==> config.mk <==
export PLATFORM = sky130hd
export DESIGN_NAME = muxd_pipe
export DESIGN_NICKNAME = d
export VERILOG_FILES = /design/src/rtl/mycpu_pkg.sv /design/src/rtl/muxd_skid_buf.sv /design/src/rtl/muxd_pipe.sv
export SDC_FILE = /design/constraint.sdc
export NUM_CORES = 1
export LEC_CHECK = 0
export ABC_CLOCK_PERIOD_IN_PS = 1850
export CAP_MARGIN = 10
export CORE_MARGIN = 10
export CORE_UTILIZATION = 40
export DETAILED_ROUTE_END_ITERATION = 12
export PLACE_DENSITY = 0.81
export SLEW_MARGIN = 15
export SYNTH_ARGS = -nofsm -noshare
export SYNTH_HDL_FRONTEND = slang
export SYNTH_SLANG_ARGS = --single-unit
==> constraint.sdc <==
create_clock -name clk -period 1.85 [get_ports clk]
set_clock_uncertainty 0.15 [all_clocks]
set_input_delay 0.2775 -clock clk [delete_from_list [all_inputs] [get_ports clk]]
set_output_delay 0.2775 -clock clk [all_outputs]
set_load 0.05 [all_outputs]
==> src/rtl/mycpu_pkg.sv <==
// Shared CPU package: clock period and the types used by the datapath selector.
package mycpu_pkg;

    localparam int CLK_PERIOD  = 10;
    localparam int MUXD_MAX_IN = 16;

    typedef logic [15:0] word_t;

    typedef enum logic [1:0] {
        BUF_EMPTY = 2'd0,
        BUF_ONE   = 2'd1,
        BUF_TWO   = 2'd2
    } muxd_buf_state_t;

endpackage

==> src/rtl/muxd_skid_buf.sv <==
// Two-entry skid buffer: main register drives the consumer, skid catches one extra word.
module muxd_skid_buf
    import mycpu_pkg::*;
#(
    parameter int DATA_W = 16
) (
    input  logic              clk,
    input  logic              rst_n,
    input  logic              push,
    input  logic [DATA_W-1:0] push_data,
    input  logic              out_ready,
    output logic              out_valid,
    output logic [DATA_W-1:0] m_out,
    output muxd_buf_state_t   state
);

    // Handshake: a word moves on an edge where valid and ready are both high;
    // the producer only pushes while the buffer is not TWO.
    muxd_buf_state_t  state_q, state_d;
    logic [DATA_W-1:0] main_q, skid_q;
    logic              pop;

    assign pop = out_valid && out_ready;

    always_ff @(posedge clk or negedge rst_n) begin
        if (!rst_n) state_q <= BUF_EMPTY;
        else        state_q <= state_d;
    end

    always_comb begin
        state_d = state_q;
        case (state_q)
            BUF_EMPTY: if (push) state_d = BUF_ONE;
            BUF_ONE: begin
                if (push && !pop)      state_d = BUF_TWO;
                else if (!push && pop) state_d = BUF_EMPTY;
            end
            BUF_TWO:   if (pop) state_d = BUF_ONE;
            default:   state_d = BUF_EMPTY;
        endcase
    end

    always_comb begin
        out_valid = (state_q != BUF_EMPTY);
        m_out     = main_q;
        state     = state_q;
    end

    always_ff @(posedge clk or negedge rst_n) begin
        if (!rst_n) begin
            main_q <= '0;
            skid_q <= '0;
        end else begin
            case (state_q)
                BUF_EMPTY: if (push) main_q <= push_data;
                BUF_ONE: begin
                    if (push && pop)  main_q <= push_data;
                    else if (push)    skid_q <= push_data;
                end
                BUF_TWO:   if (pop) main_q <= skid_q;
                default:   ;
            endcase
        end
    end

endmodule

==> src/rtl/muxd_pipe.sv <==
// N_IN-way registered selector with valid/ready handshake and sticky select error.
// Optional pop counter output xfer_cnt enabled by MUXD_PIPE_XFER_CNT_EN.
module muxd_pipe
    import mycpu_pkg::*;
#(
    parameter  int DATA_W = 16,
    parameter  int N_IN   = 3,
    localparam int SEL_W  = $clog2(N_IN)
) (
    input  logic                        clk,
    input  logic                        rst_n,
    input  logic [SEL_W-1:0]            sel_in,
    input  logic [N_IN-1:0][DATA_W-1:0] d_in,
    input  logic                        in_valid,
    output logic                        in_ready,
    output logic [DATA_W-1:0]           m_out,
    output logic                        out_valid,
    input  logic                        out_ready,
    output logic                        sel_err,
    input  logic                        err_clr
`ifdef MUXD_PIPE_XFER_CNT_EN
    ,
    output logic [15:0]                 xfer_cnt
`endif
);

    // With a power-of-two channel count every select value is legal.
    localparam bit SEL_CHECK = (N_IN != (1 << SEL_W));

    muxd_buf_state_t   buf_state;
    logic              accept;
    logic              sel_oor;
    logic [DATA_W-1:0] push_data;

    // buf_state is a register, so in_ready never sees out_ready combinationally.
    assign in_ready = (buf_state != BUF_TWO);
    assign accept   = in_valid && in_ready;

    always_comb begin
        push_data = '0;
        sel_oor   = 1'b0;
        if (SEL_CHECK && (int'(sel_in) >= N_IN)) sel_oor   = 1'b1;
        else                                     push_data = d_in[sel_in];
    end

    muxd_skid_buf #(.DATA_W(DATA_W)) u_buf (
        .clk       (clk),
        .rst_n     (rst_n),
        .push      (accept),
        .push_data (push_data),
        .out_ready (out_ready),
        .out_valid (out_valid),
        .m_out     (m_out),
        .state     (buf_state)
    );

    generate
        if (SEL_CHECK) begin : g_sel_err
            logic sel_err_q;
            always_ff @(posedge clk or negedge rst_n) begin
                if (!rst_n)                  sel_err_q <= 1'b0;
                else if (accept && sel_oor)  sel_err_q <= 1'b1;
                else if (err_clr)            sel_err_q <= 1'b0;
            end
            assign sel_err = sel_err_q;
        end else begin : g_no_sel_err
            assign sel_err = 1'b0;
        end
    endgenerate

`ifdef MUXD_PIPE_XFER_CNT_EN
    logic [15:0] xfer_cnt_q;
    always_ff @(posedge clk or negedge rst_n) begin
        if (!rst_n)                                          xfer_cnt_q <= '0;
        else if (err_clr)                                    xfer_cnt_q <= '0;
        else if (out_valid && out_ready && xfer_cnt_q != 16'hFFFF) xfer_cnt_q <= xfer_cnt_q + 16'd1;
    end
    assign xfer_cnt = xfer_cnt_q;
`endif

endmodule

Word-level counts from Yosys, hierarchy flattened
Index checks and enable logic that the tools add are counted.
{"block": "word_totals", "register_bits": 35, "output_inout_bits": 19, "elab_cells": 44}
{"block": "op_classes", "order_cmp": 2, "eq_ne": 7, "n_mux": 15, "bitwise": 1, "reduce_logical": 15}
{"operator": "$mux W16", "count": 5}
{"operator": "$pmux W16 S3", "count": 1}
{"operator": "$bmux W16 S2", "count": 1}
{"operator": "$mux W2", "count": 4}
{"operator": "$logic_and A1 B1 Y1", "count": 6}
{"operator": "$pmux W2 S3", "count": 1}
{"operator": "$reduce_and A3 Y1", "count": 2}
{"operator": "$ne A2 B1 Y1 const B", "count": 2}
{"operator": "$ne A2 B2 Y1 const B", "count": 2}
{"operator": "$reduce_and A4 Y1", "count": 1}
{"operator": "$reduce_bool A2 Y1", "count": 2}
{"operator": "$lt A2 B3 Y1 const B", "count": 1}
{"operator": "$mux W1", "count": 3}
{"operator": "$ne A3 B1 Y1 const B", "count": 1}
{"operator": "$reduce_bool A3 Y1", "count": 1}
{"operator": "$eq A2 B1 Y1 const B", "count": 1}
{"operator": "$eq A2 B2 Y1 const B", "count": 1}
{"operator": "$ge A2 B2 Y1 const B", "count": 1}
{"operator": "$logic_not A1 Y1", "count": 2}
{"operator": "$logic_not A2 Y1", "count": 1}
{"operator": "$not A1 Y1", "count": 1}

Logic depth before layout (Yosys ltp)
{"block": "logic_depth", "word_depth": 7, "depth_mapped": 6}

Cells and area by module
A second synthesis with hierarchy kept.
{"block": "hier_totals", "cells_unflattened": 147, "area_unflattened_um2": 1980.6}
{"module": "muxd_skid_buf", "n_inst": 1, "cells_per_inst": 103, "area_each_um2": 1476.4, "seq_area_each_um2": 850.8}
{"module": "muxd_pipe", "n_inst": 1, "cells_per_inst": 44, "area_each_um2": 504.2, "seq_area_each_um2": 25.0}

Worst setup path after synthesis
OpenSTA, ideal clock, no wires.
{"block": "synth_timing", "path_kind": "reg-to-reg", "startpoint": "reg u_buf.state_q[0], in the netlist u_buf.state[0]", "endpoint": "reg g_sel_err.sel_err_q, in the netlist sel_err", "setup_time_ns": 0.076, "t_arrival_ns": 1.344, "required_ns": 1.624, "slack_ns": 0.279, "path_stages_with_launch": 5, "path_cell_list": "dfrtp_1 > clkbuf_1 > nand2b_1 > nand4_1 > o21ai_1"}
{"block": "synth_between", "elab_chain_len": 4}
{"item": "start: declaration", "line_no": "muxd_skid_buf.sv:19", "source": "muxd_buf_state_t state_q, state_d;"}
{"item": "start signal: assignment", "line_no": "muxd_skid_buf.sv:27", "source": "else state_q <= state_d;"}
{"item": "$ne A2 B2 Y1 *", "line_no": "muxd_pipe.sv:36", "source": "assign in_ready = (buf_state != BUF_TWO);"}
{"item": "via in_ready", "line_no": "muxd_pipe.sv:15", "source": "output logic in_ready,"}
{"item": "$logic_and A1 B1 Y1 *", "line_no": "muxd_pipe.sv:37", "source": "assign accept = in_valid && in_ready;"}
{"item": "$logic_and A1 B1 Y1 *", "line_no": "muxd_pipe.sv:62", "source": "else if (accept && sel_oor) sel_err_q <= 1'b1;"}
{"item": "$mux W1 or $reduce_bool A2 Y1 (tied branches)"}
{"item": "end signal: assignment", "line_no": "muxd_pipe.sv:61", "source": "if (!rst_n) sel_err_q <= 1'b0;"}
{"item": "end signal: assignment", "line_no": "muxd_pipe.sv:62"}
{"item": "end signal: assignment", "line_no": "muxd_pipe.sv:63", "source": "else if (err_clr) sel_err_q <= 1'b0;"}
{"item": "end: declaration", "line_no": "muxd_pipe.sv:59", "source": "logic sel_err_q;"}
Mark *: on every way through the listed nets, which the timed path passes. The rest lies on a longest branch.
A chain may end at the register's enable or synchronous reset.

Worst setup path in the final report
{"block": "layout_timing", "startpoint": "reg u_buf.state_q[1], in the netlist u_buf.state[1]", "endpoint": "out out_valid"}
{"block": "layout_between", "elab_chain_len": 1}
{"item": "$reduce_bool A2 Y1", "line_no": "muxd_skid_buf.sv:44", "source": "out_valid = (state_q != BUF_EMPTY);"}
{"item": "end: declaration", "line_no": "muxd_pipe.sv:17", "source": "output logic out_valid,"}
Every way passes these cells.

==> impl_metrics.csv <==
group,metric,value,unit
placed_design,gp_congestion,0.7768,
sta,drv_slew,0,
global_route,antenna_found_initial,0,
synth,synth_edf_count,0,
synth,async_flop_share,100.0,%
cts,cts_tree,"done",
sta,rsz0062_at_grt,"no",
sta,period_minus_slack,1776,ps
setup_path,path_max_fanout,11,
floorplan,die_h,92.58,microns
route,drcViolationCount,0,
cts,path_clk_slew,60,ps
synth,post-synth-top-area-fraction,41.57,%
placed_design,post_dp_cell_area,2915,sq um
cts,clock_path_buffers,2,
setup_path,timing.rr.start,"u_buf.state[0]",
pwr,p_per_area,1045,nW/um^2
setup_path,required,1420,ps
synth,netlist_area,2107,sq um
floorplan,rows,26,
final_layout,fin_nets,322,
setup_path,start_kind,"flip-flop",
pwr,power_leakage,1.312,nW
route,via_per_inst,5.256,
setup_path,critical_path_arrival,1350,ps
sta,tightest_slew,471.1,ps
pwr,ir_drop,0.5167,mV
route,wl_per_cell,17.47,microns
sta,setup_viol,0,
floorplan,ios,74,
route,drt-pass1-iter-count,4,
global_route,grt_max_degree,22,
hold_path,hold_path_class,"in -> async",
floorplan,core_area,5107,sq um
route,postRouteAntennaNets,0,
placed_design,dp_hpwl,4437,microns
cts,cts.sinks,35,
global_route,grt_pass1_wl,9556,microns
placed_design,dpl_worst_slack,-158.9,ps
synth,synth-warning-count,0,
synth,synth_largest_area_cell,"dfrtp_1",
synth,yosysMostFrequentCell,"dfrtp_1",
cts,ctsHtreeMaxLevel,2,
sta,hold_viol,0,
sta,maxSlewHeadroom,68.59,%
global_route,grt_pass1_vias,1900,
synth,yosysUniqueCellTypes,28,
final_layout,finalInstanceArea,3025,sq um
outcome,outcome,"complete, no violations",
sta,fmax,563.0,MHz
final_layout,fillers,461,
setup_path,worstSetupEndpointType,"output pin",
synth,yosysSeqAreaShare,41.57,%
setup_path,reg2reg_slack,170,ps
final_layout,final_cells,336,
setup_path,r2r_cells,5,
route,finalWirelength,5870,microns
floorplan,dieArea,8570,sq um
cts,cts_root_buf,"clkbuf_8",
sta,setup_slack,73.85,ps
synth,ys_ff_latch,35,
floorplan,die_x,92.58,microns
synth,syn_inst,184,
synth,synth_common_cells,"35 x dfrtp_1, 17 x inv_1, 16 x a2bb2oi_1, 16 x mux2i_1, 16 x nor2_1",
cts,cts_resized,0,
route,dr.first_iter.drc_count,86,
final_layout,drive_above_1_share,30.83,%
sta,fin_crit_sh,96.01,%
synth,synth_fp_nets,239,
global_route,grt_usage,13.98,%
synth,synth.avg_cell_area,11.45,sq um
final_layout,finish.utilization,59.24,%
synth,synth.area.top_cells,"dfrtp_1 42%, mux2i_1 7.6%, a221oi_2 7.1%",
floorplan,start_util,41.25,%
final_layout,num_antenna_cells,0,
final_layout,area_delta_synth_final,43.59,%
placed_design,dp.cells,327,
run,maxCapViolations,0,
cts,numCtsBuffers,5,
cts,worstSkewPairLatency,290,ps
global_route,grt_overflow,0,
setup_path,timing.rr.end,"u_buf.skid_q[13]",
synth,ys.flop_type,"dfrtp_1",
placed_design,io_buffers,73,
setup_path,critical_path_class,"reg -> out",
route,vias,1766,
[state kept, by name, summed over array words and instances (netlist names)]
signal / count
u_buf.state: 2
u_buf.skid_q: 16
u_buf.m_out: 16
sel_err: 1
[layout by cell type, fill, tap and decap left out, types with 2 or more instances in the layout]
| cell type | synthesis | routed |
|---|---|---|
| buf_4 | 3 | 35 |
| and4bb_2 | 6 | 6 |
| a221oi_1 | 6 | 6 |
| a221oi_2 | 10 | 10 |
| clkbuf_8 | 0 | 5 |
| nand2_1 | 2 | 2 |
| mux2i_1 | 16 | 16 |
| nor2_1 | 16 | 16 |
| buf_12 | 0 | 5 |
| a21oi_1 | 4 | 4 |
| clkdlybuf4s50_1 | 0 | 53 |
| nor4bb_1 | 11 | 10 |
| inv_1 | 17 | 17 |
| dfrtp_1 | 35 | 35 |
| a2bb2oi_1 | 16 | 16 |
| a21oi_2 | 14 | 14 |
[final cells by class]
class / count / area [sq um] / share of cell area, %
Clock buffer: 6 / 72.57 / 2.399
Inverter: 17 / 63.81 / 2.109
Multi-Input combinational cell: 113 / 1017 / 33.62
Sequential cell: 35 / 875.8 / 28.95
Tap cell: 70 / 87.58 / 2.895
Timing Repair Buffer: 95 / 908.4 / 30.02
[metrics by stage]
step	hold slack, ps	power (mW)	setup TNS (ps)
finish	332.2	3.160	0
global route	376.6	3.342	0
CTS	356.8	3.173	0
detailed placement	108.5	2.659	-2881
global placement	105.9	2.624	-1938
floorplan	-168.1	2.163	0
[where the power goes]
group / switching [mW] / internal, mW
Combinational: 0.857 / 0.635
Clock: 0.251 / 0.250
Sequential: 0.145 / 1.02
Total: 1.25 / 1.91
[per-layer routing]
layer | global-route usage, % | vias up | part of all wire, %
li1 | - | 846 | -
met3 | 4.116 | 12 | 5.6
met1 | 15.53 | 865 | 40
met5 | 0 | - | 0
met4 | 5.656 | 0 | 1.8
met2 | 24.47 | 43 | 52
[how the worst max path moves through the flow]
stage / endpoint / cells past startpoint / startpoint
after floorplan: sel_err / 4 / u_buf.state[0]
after global placement: u_buf.m_out[2] / 4 / out_ready
after detailed placement: u_buf.m_out[2] / 4 / out_ready
after CTS: out_valid / 3 / u_buf.state[1]
after global routing: u_buf.skid_q[7] / 5 / u_buf.state[0]
final: out_valid / 3 / u_buf.state[1]
[cell families (layout without fill, tap and decap cells)]
| family | after synthesis | after routing | synth area share [%] |
|---|---|---|---|
| DFF | 35 | 35 | 41.57 |
| muxes | 16 | 16 | 7.601 |
| buffers and inverters | 36 | 118 | 10.87 |
| AOI/OAI and AO/OA | 54 | 54 | 24.70 |
| and+or+nand+nor | 43 | 43 | 15.26 |
[timing repair]
| item | in CTS | in global routing |
|---|---|---|
| hold buffers | 1 | 0 |
| endpoints found under the setup margin | 0 | 7 |
| setup buffers | 0 | 2 |
| endpoints found under the hold margin | 20 | 0 |
[worst max-delay path, cell delays in order (launching register included)]
cell,delay [ps]
dfrtp_1,390
buf_4,180
or2_2,330
buf_12,160
No activity file was read; power rests on OpenSTA's default activity.
